**config.mk**
```make
export PLATFORM = sky130hd
export DESIGN_NAME = mem_access_unit
export DESIGN_NICKNAME = d
export VERILOG_FILES = /design/src/rtl/mem_access_unit_pkg.sv /design/src/rtl/mem_lane_align.sv /design/src/rtl/mem_access_unit.sv
export SDC_FILE = /design/constraint.sdc
export NUM_CORES = 1
export LEC_CHECK = 0
export BUFFER_PORTS_ARGS = -buffer_cell sky130_fd_sc_hd__buf_2
export CAP_MARGIN = 20
export CORE_UTILIZATION = 39
export CTS_CLUSTER_SIZE = 40
export DETAILED_ROUTE_END_ITERATION = 12
export HOLD_SLACK_MARGIN = 0.06
export PLACE_DENSITY = 0.71
export SLEW_MARGIN = 20
export SYNTH_ARGS = -nofsm -noshare
export SYNTH_HDL_FRONTEND = slang
export SYNTH_SLANG_ARGS = --single-unit
```
**constraint.sdc**
```tcl
create_clock -name clk -period 2 [get_ports clk]
set_input_delay 0.3 -clock clk [delete_from_list [all_inputs] [get_ports clk]]
set_output_delay 0.3 -clock clk [all_outputs]
set_load 0.02 [all_outputs]
```
**src/rtl/mem_access_unit_pkg.sv**
```systemverilog
// Shared definitions for the MEM-stage access unit: funct3 encodings, FSM states
// and the stall/flush request bundle exchanged with the hazard unit.
package mem_access_unit_pkg;

    localparam logic [2:0] Funct3Byte   = 3'b000;
    localparam logic [2:0] Funct3Half   = 3'b001;
    localparam logic [2:0] Funct3Word   = 3'b010;
    localparam logic [2:0] Funct3ByteU  = 3'b100;
    localparam logic [2:0] Funct3HalfU  = 3'b101;

    typedef enum logic [1:0] {
        StIdle = 2'd0,
        StBusy = 2'd1,
        StDone = 2'd2
    } mau_state_e;

    // Request bundle as seen by the hazard unit; this block only drives the stall bit.
    typedef struct packed {
        logic flush;
        logic stall;
    } hz_ctrl_t;

    // Legal funct3 with a naturally aligned address.
    function automatic logic access_ok(input logic [2:0] f3, input logic [1:0] off);
        unique case (f3)
            Funct3Byte, Funct3ByteU: access_ok = 1'b1;
            Funct3Half, Funct3HalfU: access_ok = ~off[0];
            Funct3Word:              access_ok = (off == 2'b00);
            default:                 access_ok = 1'b0;
        endcase
    endfunction

endpackage

```
**src/rtl/mem_lane_align.sv**
```systemverilog
// Combinational lane steering: store strobes/data replication and load
// extraction with sign or zero extension.
module mem_lane_align
    import mem_access_unit_pkg::*;
(
    input  logic [2:0]  st_funct3_i,
    input  logic [1:0]  st_off_i,
    input  logic [31:0] st_wdata_i,
    output logic [3:0]  st_wstrb_o,
    output logic [31:0] st_wdata_o,
    input  logic [2:0]  ld_funct3_i,
    input  logic [1:0]  ld_off_i,
    input  logic [31:0] ld_word_i,
    output logic [31:0] ld_rdata_o
);

    logic [31:0] ld_shifted;

    always_comb begin
        st_wstrb_o = 4'b0000;
        st_wdata_o = '0;
        unique case (st_funct3_i)
            Funct3Byte, Funct3ByteU: begin
                st_wstrb_o = 4'b0001 << st_off_i;
                st_wdata_o = {4{st_wdata_i[7:0]}};
            end
            Funct3Half, Funct3HalfU: begin
                st_wstrb_o = 4'b0011 << st_off_i;
                st_wdata_o = {2{st_wdata_i[15:0]}};
            end
            Funct3Word: begin
                st_wstrb_o = 4'b1111;
                st_wdata_o = st_wdata_i;
            end
            default: ;
        endcase
    end

    always_comb begin
        ld_shifted = ld_word_i >> {ld_off_i, 3'b000};
        ld_rdata_o = '0;
        unique case (ld_funct3_i)
            Funct3Byte:  ld_rdata_o = {{24{ld_shifted[7]}}, ld_shifted[7:0]};
            Funct3ByteU: ld_rdata_o = {24'h0, ld_shifted[7:0]};
            Funct3Half:  ld_rdata_o = {{16{ld_shifted[15]}}, ld_shifted[15:0]};
            Funct3HalfU: ld_rdata_o = {16'h0, ld_shifted[15:0]};
            Funct3Word:  ld_rdata_o = ld_word_i;
            default: ;
        endcase
    end

endmodule

```
**src/rtl/mem_access_unit.sv**
```systemverilog
// MEM-stage load/store responder: turns one pipeline access into a req/ack bus
// transaction with timeout, stalling the pipeline until it completes.
module mem_access_unit
    import mem_access_unit_pkg::*;
#(
    parameter int unsigned TIMEOUT = 64,
    parameter int unsigned CNT_W   = 7
) (
    input  logic        clk,
    input  logic        rstn,
    input  logic        req_valid,
    input  logic        req_we,
    input  logic [2:0]  funct3,
    input  logic [31:0] addr,
    input  logic [31:0] wdata,
    output logic [31:0] rdata,
    output logic        done,
    output logic        stall_mem,
    output logic        misalign,
    output logic        bus_err,
    output logic        mem_req,
    output logic        mem_we,
    output logic [29:0] mem_addr,
    output logic [31:0] mem_wdata,
    output logic [3:0]  mem_wstrb,
    input  logic [31:0] mem_rdata,
    input  logic        mem_ack
);

    mau_state_e  state_q, state_d;
    logic [CNT_W-1:0] cnt_q, cnt_d;
    logic        mem_req_q, mem_req_d;
    logic        mem_we_q, mem_we_d;
    logic [29:0] mem_addr_q, mem_addr_d;
    logic [31:0] mem_wdata_q, mem_wdata_d;
    logic [3:0]  mem_wstrb_q, mem_wstrb_d;
    logic [2:0]  f3_q, f3_d;
    logic [1:0]  off_q, off_d;
    logic [31:0] rdata_q, rdata_d;
    logic        misalign_q, misalign_d;
    logic        bus_err_q, bus_err_d;

    logic [3:0]  st_wstrb;
    logic [31:0] st_wdata;
    logic [31:0] ld_rdata;
    hz_ctrl_t    hz_req;

    mem_lane_align u_lane (
        .st_funct3_i (funct3),
        .st_off_i    (addr[1:0]),
        .st_wdata_i  (wdata),
        .st_wstrb_o  (st_wstrb),
        .st_wdata_o  (st_wdata),
        .ld_funct3_i (f3_q),
        .ld_off_i    (off_q),
        .ld_word_i   (mem_rdata),
        .ld_rdata_o  (ld_rdata)
    );

    always_comb begin
        state_d     = state_q;
        cnt_d       = cnt_q;
        mem_req_d   = mem_req_q;
        mem_we_d    = mem_we_q;
        mem_addr_d  = mem_addr_q;
        mem_wdata_d = mem_wdata_q;
        mem_wstrb_d = mem_wstrb_q;
        f3_d        = f3_q;
        off_d       = off_q;
        rdata_d     = rdata_q;
        misalign_d  = misalign_q;
        bus_err_d   = bus_err_q;
        hz_req      = '0;

        unique case (state_q)
            StIdle: begin
                hz_req.stall = req_valid;
                misalign_d   = 1'b0;
                bus_err_d    = 1'b0;
                if (req_valid) begin
                    if (access_ok(funct3, addr[1:0])) begin
                        state_d     = StBusy;
                        cnt_d       = '0;
                        mem_req_d   = 1'b1;
                        mem_we_d    = req_we;
                        mem_addr_d  = addr[31:2];
                        mem_wdata_d = req_we ? st_wdata : '0;
                        mem_wstrb_d = req_we ? st_wstrb : 4'b0000;
                        f3_d        = funct3;
                        off_d       = addr[1:0];
                    end else begin
                        state_d    = StDone;
                        misalign_d = 1'b1;
                        rdata_d    = '0;
                    end
                end
            end
            StBusy: begin
                hz_req.stall = 1'b1;
                cnt_d        = cnt_q + CNT_W'(1);
                // Ack is checked first so a last-cycle ack beats the timeout.
                if (mem_ack) begin
                    state_d   = StDone;
                    mem_req_d = 1'b0;
                    rdata_d   = ld_rdata;
                end else if (cnt_q == CNT_W'(TIMEOUT - 1)) begin
                    state_d   = StDone;
                    mem_req_d = 1'b0;
                    bus_err_d = 1'b1;
                    rdata_d   = '0;
                end
            end
            StDone: begin
                state_d    = StIdle;
                misalign_d = 1'b0;
                bus_err_d  = 1'b0;
            end
            default: state_d = StIdle;
        endcase
    end

    always_ff @(posedge clk or negedge rstn) begin
        if (!rstn) begin
            state_q     <= StIdle;
            cnt_q       <= '0;
            mem_req_q   <= 1'b0;
            mem_we_q    <= 1'b0;
            mem_addr_q  <= '0;
            mem_wdata_q <= '0;
            mem_wstrb_q <= 4'b0000;
            f3_q        <= 3'b000;
            off_q       <= 2'b00;
            rdata_q     <= '0;
            misalign_q  <= 1'b0;
            bus_err_q   <= 1'b0;
        end else begin
            state_q     <= state_d;
            cnt_q       <= cnt_d;
            mem_req_q   <= mem_req_d;
            mem_we_q    <= mem_we_d;
            mem_addr_q  <= mem_addr_d;
            mem_wdata_q <= mem_wdata_d;
            mem_wstrb_q <= mem_wstrb_d;
            f3_q        <= f3_d;
            off_q       <= off_d;
            rdata_q     <= rdata_d;
            misalign_q  <= misalign_d;
            bus_err_q   <= bus_err_d;
        end
    end

    // Gated by rstn so the combinational stall is also 0 while held in reset.
    assign stall_mem = hz_req.stall & rstn;
    assign done      = (state_q == StDone);
    assign rdata     = rdata_q;
    assign misalign  = misalign_q;
    assign bus_err   = bus_err_q;
    assign mem_req   = mem_req_q;
    assign mem_we    = mem_we_q;
    assign mem_addr  = mem_addr_q;
    assign mem_wdata = mem_wdata_q;
    assign mem_wstrb = mem_wstrb_q;

endmodule

```
==> summary.txt, run 1 <==
final WL: 16.1 mm
Max VDD drop: 545 uV
Num CTS Buffers: 17
die area: 15000 um^2
Worst setup EP type: register
Global Route met1 Usage: 0.279
f_max: 550 MHz
initial antenna violation count: 1
die width: 122 um
Final GP Congestion: 0.843
CTS tree: built
vias in the first global route: 4926
Worst Skew: 0.00934 ns
share of layout cells above drive strength 1: 0.401
CP Class: register to register
final hold vios: 0
Tcrit/Tclk final: 0.909
top_reg_cell synth: dfrtp_1
Final Max Slew Viols: 0
fin nets: 861
ANT nets after route: 0
Worst-path clk slew: 0.06 ns
wire length per cell: 17.0 um
clk root buf: clkbuf_16
Ports: 208
Worst R2R End: rdata[19]
P_leak: 0.00368 uW
met2 Usage GRT: 0.349
critical path required time: 2.33 ns
clock tree sinks: 116
routed vias/inst: 5.40
# rows: 43
Distinct cells, synth: 50
Post-synth EDFFs: 0
DP Worst Slack: 0.0460 ns
largest net degree at the start of global routing: 117
CP bufs+invs: 1
PD cells: 1270 nW/um^2
crit path cell chain: ha_1, a41oi_1, o32a_4, buf_4, o2bb2ai_1
crit path launch: cnt_q[0]
htree depth: 4
DR iter-0 viols: 311
CP max-delay cell: dfrtp_1
met3 Track Usage GR: 0.0548
YS warnings: 0
# port buffers: 207
cell family with most CP delay: compound AO/OA/AOI/OAI gates
core outline area: 14000 um^2
setup TNS: 0 ns
Overflow after GRT: 0
CP Depth: 5
Total Power: 9580 uW
Seq/Total Area, Yosys: 0.514
Rel. slew slack: 0.538
Slew @ Worst Pin: 0.692 ns
number of max-cap violations: 0
Hold WC Path Type: input pin to register
CP peak stage delay: 0.40 ns
RSZ-0062 raised after global routing: false
Synth Net Count: 651
smallest hold slack: 0.119 ns
Inserted Diodes: 0
FF+latch area: 2900 um^2
Final HPWL DP: 11.6 mm
cell area after synthesis: 5640 um^2
Worst R2R Path Depth: 5
GRT Max-Usage Layer: met2
Hold Path Depth: 2
worst hold start: addr[3]
Die H: 122 um
DRC: 0
via count: 5123
WHS Endpoint: mem_addr[1]
all-layer global routing usage: 0.218
flop2flop setup slack: 0.18 ns
Area Growth Syn to Fin: 34.1%
Initial Util: 0.403
synthesized area per cell: 10.3 um^2
CP Launch Type: register
reg2reg start: cnt_q[0]
DR pass1 iterations: 5
critical path fanouts, max: 19
status: finished, final reports clean
CP Data Arrival Time: 2.15 ns
FF+latch count, synth: 116
Clock Latency Late Sink: 0.41 ns
Multi-input gate area: 2550 um^2
first-pass GRT wire length: 25.1 mm
Cells after Synth: 546
final setup vio count: 0
commonest non-fill, non-tap cell in the layout: buf_2
Fillers: 1299
crit path time final: 1.82 ns
Final WS setup: 0.182 ns
Post-synth ARST share: 1.00
Max Root-Sink Buffers: 2
commonest non-fill, non-tap cells in the layout: buf_2, dfrtp_1, nand2_1
[worst max path at each step]
| stage | end | slack [ns] |
|---|---|---|
| finish | rdata[19] | 0.18 |
| floorplan | rdata[21] | 0.29 |
| global route | rdata[14] | 0.12 |
| global placement | rdata[13] | 0.08 |
| detailed placement | rdata[9] | 0.05 |
| CTS | rdata[13] | 0.03 |
[area by class of cell]
class / count / area share
flip-flops and latches: 116 / 0.384
multi-input cells: 381 / 0.337
repair buffers: 232 / 0.167
clock buffers: 18 / 0.0580
well taps: 180 / 0.0298
clock inverters: 14 / 0.0202
inverters: 8 / 0.00397
[metal layers]
metal  wire, um  vias up  part of all wire
li1           -     2401                 -
met3       1180       25             0.073
met1       6880     2489              0.43
met4        305        2             0.019
met2       7720      206              0.48
met5         13        -           0.00081
[Yosys cell counts (all sizes together) (2+ instances only)]
cell type    n  share of area
nand3        4         0.0035
a32oi        7          0.011
mux2        36          0.072
clkbuf      22          0.015
and2        16          0.018
nor4         2         0.0033
dfrtp      116           0.51
or2          2         0.0022
o2bb2ai     25          0.039
nand2       84          0.056
nor2b       10          0.011
a211o        7          0.011
a2111oi      3         0.0058
a211oi      16          0.021
a21oi       13          0.012
a22o         9          0.014
nor3b        4         0.0053
nand3b       2         0.0027
nor2        12         0.0080
buf         19          0.017
mux2i       19          0.034
inv          7         0.0047
o21ai       71          0.063
a221o        8          0.014
o21a         3         0.0040
nor3         8         0.0071
nand2b       4         0.0044
[metrics by stage]
stage / instances / instance area [um^2] / utilization
3_3_place_gp: 916 / 6960 / 0.497
2_1_floorplan: 546 / 5640 / -
4_1_cts: 949 / 7560 / 0.541
5_1_grt: 949 / 7570 / 0.541
6_report: 949 / 7570 / 0.541
3_5_place_dp: 916 / 6960 / 0.497
[state kept, by name, summed over array words and instances, names as in the netlist]
| signal | cells |
|---|---|
| mem_addr | 30 |
| mem_we | 1 |
| cnt_q | 7 |
| off_q | 2 |
| mem_wstrb | 4 |
| bus_err | 1 |
| state_q | 2 |
| rdata | 32 |
| mem_wdata | 32 |
| misalign | 1 |
| mem_req | 1 |
| f3_q | 3 |
[where the power goes]
group | total (uW) | internal, uW | switching [uW]
clock network | 3000 | 1870 | 1120
logic | 3220 | 1280 | 1930
registers | 3370 | 2950 | 415
[logic make-up after synthesis]
kind of cell               Yosys count  synth area share
and+or+nand+nor                    153             0.128
muxes                               55             0.106
DFF                                116             0.514
AOI/OAI and AO/OA                  172             0.213
adders and majority gates            1           0.00222
buffers and inverters               49            0.0366
[what timing repair did]
action,CTS,global route
endpoints found under the hold margin,86,0
setup buffers,0,0
resized for setup,0,1
endpoints found under the setup margin,0,8
hold buffers,1,0
No activity file was read; power rests on OpenSTA's default activity.
==> run 2: changes to the inputs <==
==> constraint.sdc (replaced) <==
create_clock -name clk -period 2 [get_ports clk]
set_input_delay 0.1 -clock clk [delete_from_list [all_inputs] [get_ports clk]]
set_output_delay 0.1 -clock clk [all_outputs]
set_load 0.02 [all_outputs]
==> summary.txt, run 2 (synthesis gave the netlist of run 1 again) <==
first-pass GRT wire length: 27.0 mm (+7.8%)
flop2flop setup slack: 0.12 ns (-0.06 ns)
Worst-path clk slew: 0.05 ns (about the same)
wire length per cell: 16.8 um (-1.1%)
htree depth: 4 (unchanged)
commonest non-fill, non-tap cells in the layout: buf_2, dfrtp_1, nand2_1
DR pass1 iterations: 5 (unchanged)
CP Data Arrival Time: 2.21 ns (+0.06 ns)
routed vias/inst: 5.38 (-0.36%)
fin nets: 920 (+6.9%)
Initial Util: 0.403 (unchanged)
status: finished, final reports clean
crit path time final: 1.88 ns (+0.0603 ns)
reg2reg start: cnt_q[0]
RSZ-0062 raised after global routing: false
Final HPWL DP: 11.4 mm (-1.7%)
final setup vio count: 0 (unchanged)
final WL: 16.9 mm (+5.1%)
# rows: 43 (unchanged)
clk root buf: clkbuf_16
Worst Skew: 0.00622 ns (-0.00312 ns)
Max Root-Sink Buffers: 2 (unchanged)
CP Class: register to register
Area Growth Syn to Fin: 44.9%
Worst R2R Path Depth: 5 (unchanged)
f_max: 532 MHz (-3.2%)
Inserted Diodes: 0 (unchanged)
P_leak: 0.00393 uW (+7.0%)
Num CTS Buffers: 17 (unchanged)
cell family with most CP delay: compound AO/OA/AOI/OAI gates
CP bufs+invs: 1 (unchanged)
core outline area: 14000 um^2 (unchanged)
ANT nets after route: 0 (unchanged)
all-layer global routing usage: 0.235 (+0.0165)
Hold WC Path Type: input pin to async pin
CTS tree: built
CP max-delay cell: o32a_4
DP Worst Slack: 0.0719 ns (+0.0259 ns)
Tcrit/Tclk final: 0.939 (+0.0302)
Max VDD drop: 733 uV (+35%)
Final WS setup: 0.122 ns (-0.0603 ns)
Final Max Slew Viols: 0 (unchanged)
Final GP Congestion: 0.877 (+3.9%)
CP peak stage delay: 0.43 ns (+0.03 ns)
die area: 15000 um^2 (unchanged)
Die H: 122 um (unchanged)
Ports: 208 (unchanged)
Worst R2R End: rdata[4]
Overflow after GRT: 0 (unchanged)
Slew @ Worst Pin: 0.711 ns (+0.0187 ns)
via count: 5422 (+5.8%)
number of max-cap violations: 0 (unchanged)
DR iter-0 viols: 362 (+16%)
# port buffers: 207 (unchanged)
Rel. slew slack: 0.526 (-0.0125)
crit path cell chain: ha_1, a41oi_1, o32a_4, buf_4, o2bb2ai_1
final hold vios: 0 (unchanged)
share of layout cells above drive strength 1: 0.365 (-0.0358)
clock tree sinks: 116 (unchanged)
Fillers: 1192 (-8.2%)
CP Launch Type: register
vias in the first global route: 5380 (+9.2%)
Clock Latency Late Sink: 0.41 ns (about the same)
largest net degree at the start of global routing: 95 (-19%)
commonest non-fill, non-tap cell in the layout: buf_2
initial antenna violation count: 0 (-1)
PD cells: 1180 nW/um^2 (-6.6%)
setup TNS: 0 ns (unchanged)
critical path required time: 2.33 ns (about the same)
DRC: 0 (unchanged)
Worst setup EP type: register
critical path fanouts, max: 27 (+8)
Setup Fix Bufs, Post-CTS: 0 (unchanged)
die width: 122 um (unchanged)
==> run 2: where the power goes <==
group | total (uW) | switching, uW | internal (uW)
logic | 3290 | 1940 | 1350
clock network | 3010 | 1090 | 1920
registers | 3370 | 419 | 2950
total | 9670 | 3440 | 6230
==> run 2: final cells by class <==
| class | count | area [um^2] | share of cell area |
|---|---|---|---|
| Sequential cell | 116 | 2900 | 0.355 |
| Tap cell | 180 | 225 | 0.0275 |
| Clock inverter | 12 | 130 | 0.0159 |
| Timing Repair Buffer | 291 | 1870 | 0.229 |
| Multi-Input combinational cell | 381 | 2550 | 0.312 |
| Clock buffer | 20 | 467 | 0.0571 |
| Inverter | 8 | 30.0 | 0.00367 |
==> run 2: worst max path at each step <==
stage	slack, ns	to	startpoint	cells past startpoint
CTS	0.05	rdata[11]	state_q[1]	3
global placement	0.25	rdata[4]	cnt_q[0]	5
floorplan	0.29	rdata[21]	f3_q[1]	6
detailed placement	0.07	rdata[11]	state_q[1]	3
finish	0.12	rdata[4]	cnt_q[0]	5
global route	0.004	rdata[5]	cnt_q[0]	5
==> run 2: repair_timing <==
item,in CTS,in global routing
setup endpoints to repair,0,7
hold endpoints to repair,181,0
hold buffers,66,0
resized for setup,0,1
==> run 2: stage by stage <==
| stage | utilization | power (uW) | instances | cell area (um^2) | hold slack (ns) |
|---|---|---|---|---|---|
| after floorplan | - | 5400 | 546 | 5640 | -0.196 |
| after CTS | 0.584 | 9730 | 1008 | 8170 | 0.0602 |
| after global placement | 0.494 | 6480 | 910 | 6910 | -0.0572 |
| after detailed placement | 0.494 | 6580 | 910 | 6910 | -0.0555 |
| final | 0.585 | 9670 | 1008 | 8180 | 0.0652 |
| after global routing | 0.585 | 10200 | 1008 | 8180 | 0.0841 |
==> run 2: routing by layer <==
metal  track usage  vias to the layer above  share of wire
met5             0                        -              0
met4         0.114                        0          0.032
met3        0.0646                       44          0.075
met2         0.385                      247           0.48
met1         0.284                     2606           0.42
li1              -                     2525              -
==> run 2: worst register-to-register path, cell delays in order, from the launching register on <==
cell       delay, ns
dfrtp_1         0.40
ha_1            0.27
a41oi_1         0.35
o32a_4          0.43
buf_4           0.23
o2bb2ai_1       0.12
==> run 3: changes to the inputs <==
--- a/config.mk
+++ b/config.mk
@@ -5,13 +5,14 @@
 export SDC_FILE = /design/constraint.sdc
 export NUM_CORES = 1
 export LEC_CHECK = 0
+export ABC_AREA = 1
 export BUFFER_PORTS_ARGS = -buffer_cell sky130_fd_sc_hd__buf_2
 export CAP_MARGIN = 20
 export CORE_UTILIZATION = 39
 export CTS_CLUSTER_SIZE = 40
 export DETAILED_ROUTE_END_ITERATION = 12
 export HOLD_SLACK_MARGIN = 0.06
-export PLACE_DENSITY = 0.71
+export PLACE_DENSITY = 0.7
 export SLEW_MARGIN = 20
 export SYNTH_ARGS = -nofsm -noshare
 export SYNTH_HDL_FRONTEND = slang
==> summary.txt, run 3 <==
post-synthesis adder-cell area fraction: 0.00209 (-0.000127)
largest family of logic cells by synthesized area: simple AND/OR/NAND/NOR gates
DR pass1 iterations: 5 (unchanged)
critical path required time: 2.34 ns (about the same)
Post-synth ARST share: 1.00 (unchanged)
Fillers: 1377 (+16%)
Post-Synth Simple-Gate Area: 0.393 (+0.265)
DRC: 0 (unchanged)
Final HPWL DP: 11.5 mm (+0.73%)
Multi-input gate area: 2680 um^2 (+5.0%)
share of layout cells above drive strength 1: 0.227 (-0.138)
initial antenna violation count: 0 (unchanged)
Synth Net Count: 963 (+48%)
Max VDD drop: 739 uV (+0.71%)
Final Max Slew Viols: 0 (unchanged)
vias in the first global route: 6359 (+18%)
clk root buf: clkbuf_16
# port buffers: 207 (unchanged)
DR iter-0 viols: 326 (-9.9%)
all-layer global routing usage: 0.242 (+0.00774)
Inserted Diodes: 0 (unchanged)
htree depth: 4 (unchanged)
Seq/Total Area, Yosys: 0.485 (-0.0293)
crit path time final: 1.88 ns (+0.00495 ns)
cell area after synthesis: 5990 um^2 (+6.1%)
Global Route met1 Usage: 0.299 (+0.0151)
fin nets: 1260 (+37%)
commonest non-fill, non-tap cells in the layout: nand2_1, buf_2, dfrtp_1
GRT Max-Usage Layer: met2
CTS tree: built
Synth top cells by count: nand2_1, dfrtp_1, nand3_1, inv_1, o21ai_1
setup TNS: 0 ns (unchanged)
via count: 6470 (+19%)
final hold vios: 0 (unchanged)
post-synthesis compound-gate area fraction: 0.0508 (-0.162)
clock tree sinks: 116 (unchanged)
CP Launch Type: input pin
CP Class: input pin to register
die width: 126 um (+2.9%)
PD cells: 1190 nW/um^2 (+0.43%)
ANT nets after route: 0 (unchanged)
f_max: 531 MHz (-0.26%)
CP Data Arrival Time: 2.22 ns (about the same)
Util after Layout: 0.593 (+0.00825)
commonest non-fill, non-tap cell in the layout: nand2_1
# rows: 44 (+2.3%)
P_leak: 0.00501 uW (+27%)
Initial Util: 0.406 (+0.00221)
Overflow after GRT: 0 (unchanged)
Worst setup EP type: register
core outline area: 14800 um^2 (+5.5%)
smallest hold slack: 0.0831 ns (+0.0179 ns)
leading area contributor after synthesis: dfrtp_1
number of max-cap violations: 0 (unchanged)
fin area: 8750 um^2 (+7.0%)
critical path fanouts, max: 24 (-11%)
largest cells by area after synthesis: dfrtp_1, nand2_1, nand3_1
Synth top area share: 0.485 (-0.0293)
Rel. slew slack: 0.567 (+0.0413)
Worst Skew: 0.00592 ns (-0.000305 ns)
largest net degree at the start of global routing: 117 (+23%)
Ports: 208 (unchanged)
Num CTS Buffers: 17 (unchanged)
Final GP Congestion: 0.826 (-5.8%)
Synth Area in XOR/XNOR: 0 (unchanged)
Cells after Synth: 858 (+57%)
final WL: 18.3 mm (+8.5%)
dpl cell area: 7120 um^2 (+2.9%)
met2 Usage GRT: 0.406 (+0.0214)
Max Root-Sink Buffers: 2 (unchanged)
FF+latch count, synth: 116 (unchanged)
Die H: 126 um (+2.9%)
Slew @ Worst Pin: 0.649 ns (-0.0619 ns)
die area: 15800 um^2 (+5.9%)
synthesized area per cell: 6.98 um^2 (-33%)
FF+latch area: 2900 um^2 (unchanged)
Hold WC Path Type: input pin to register
first-pass GRT wire length: 30.7 mm (+13%)
post-synthesis mux area share: 0 (-0.106)
status: finished, final reports clean
wire length per cell: 13.6 um (-19%)
top-count cell post-synth: nand2_1
top_reg_cell synth: dfrtp_1
YS warnings: 0 (unchanged)
Post-synth EDFFs: 0 (unchanged)
RSZ-0062 raised after global routing: false
Area Growth Syn to Fin: 46.1%
Worst-path clk slew: 0.06 ns (about the same)
met3 Track Usage GR: 0.0688 (+0.00423)
Clock Latency Late Sink: 0.41 ns (about the same)
Tcrit/Tclk final: 0.942 (+0.00247)
final setup vio count: 0 (unchanged)
Distinct cells, synth: 26 (-48%)
routed vias/inst: 4.79 (-11%)
run 3: cell count changes after synthesis, sizes merged, moves of 19 or more:
cell | before | now
mux2 | 36 | 0
nand2 | 84 | 507
nand3 | 4 | 55
o2bb2ai | 25 | 0
inv | 7 | 44
mux2i | 19 | 0
run 3: area by class of cell:
| type | instances | area share |
|---|---|---|
| well taps | 184 | 0.0263 |
| clock buffers | 18 | 0.0502 |
| multi-input cells | 657 | 0.306 |
| flip-flops and latches | 116 | 0.332 |
| clock inverters | 14 | 0.0177 |
| inverters | 45 | 0.0199 |
| repair buffers | 318 | 0.248 |
run 3: logic make-up after synthesis:
| logic type | Yosys count |
|---|---|
| AOI/OAI and AO/OA | 58 |
| adders and majority gates | 1 |
| and+or+nand+nor | 598 |
| DFF | 116 |
| buffers and inverters | 85 |
run 3: metal layers:
metal / up-vias / share of wire / routed length (um)
met5: - / 0 / 0
met4: 0 / 0.018 / 331
met3: 27 / 0.070 / 1280
met2: 254 / 0.49 / 8940
met1: 2954 / 0.42 / 7790
li1: 3235 / - / -
run 3: critical path: stages:
cell and delay (ns):
dlygate4sd3_1 0.55, buf_2 0.14, nor2_2 0.11, nand2_1 0.20, inv_6 0.23, nand2_1 0.08
nand2_1 0.07, dlygate4sd3_1 0.55, nand2_1 0.05, o21ai_1 0.12
run 3: metrics by stage:
| stage | setup WS (ns) | total power (uW) | std cells |
|---|---|---|---|
| 6_report | 0.117 | 10400 | 1352 |
| 5_1_grt | 0.00504 | 11100 | 1352 |
| 4_1_cts | 0.0670 | 10400 | 1352 |
| 3_5_place_dp | 0.344 | 7200 | 1217 |
| 3_3_place_gp | 0.357 | 7150 | 1217 |
| 2_1_floorplan | 0.552 | 6000 | 858 |
run 3: what timing repair did:
action                                 4_1_cts  5_1_grt
endpoints found under the hold margin      215        0
setup buffers                                0        0
setup endpoints to repair                    0        4
resized for setup                            0        3
hold buffers                               103        0
run 3: worst paths after layout:
check	start	end	slack, ns	cells after the start
min	funct3[0]	f3_q[0]	0.08	3
min reg2reg	mem_addr[15]	mem_addr[15]	0.47	2
max in group asynchronous	rstn	mem_wdata[13]	1.15	3
min in group asynchronous	rstn	cnt_q[4]	0.33	3
max	funct3[2]	mem_wdata[19]	0.12	10
max reg2reg	state_q[0]	mem_addr[1]	0.32	5
run 3: power breakdown:
group	switching (uW)	internal [uW]	total [uW]
logic	2560	1380	3940
registers	418	3010	3430
clock network	1150	1880	3030
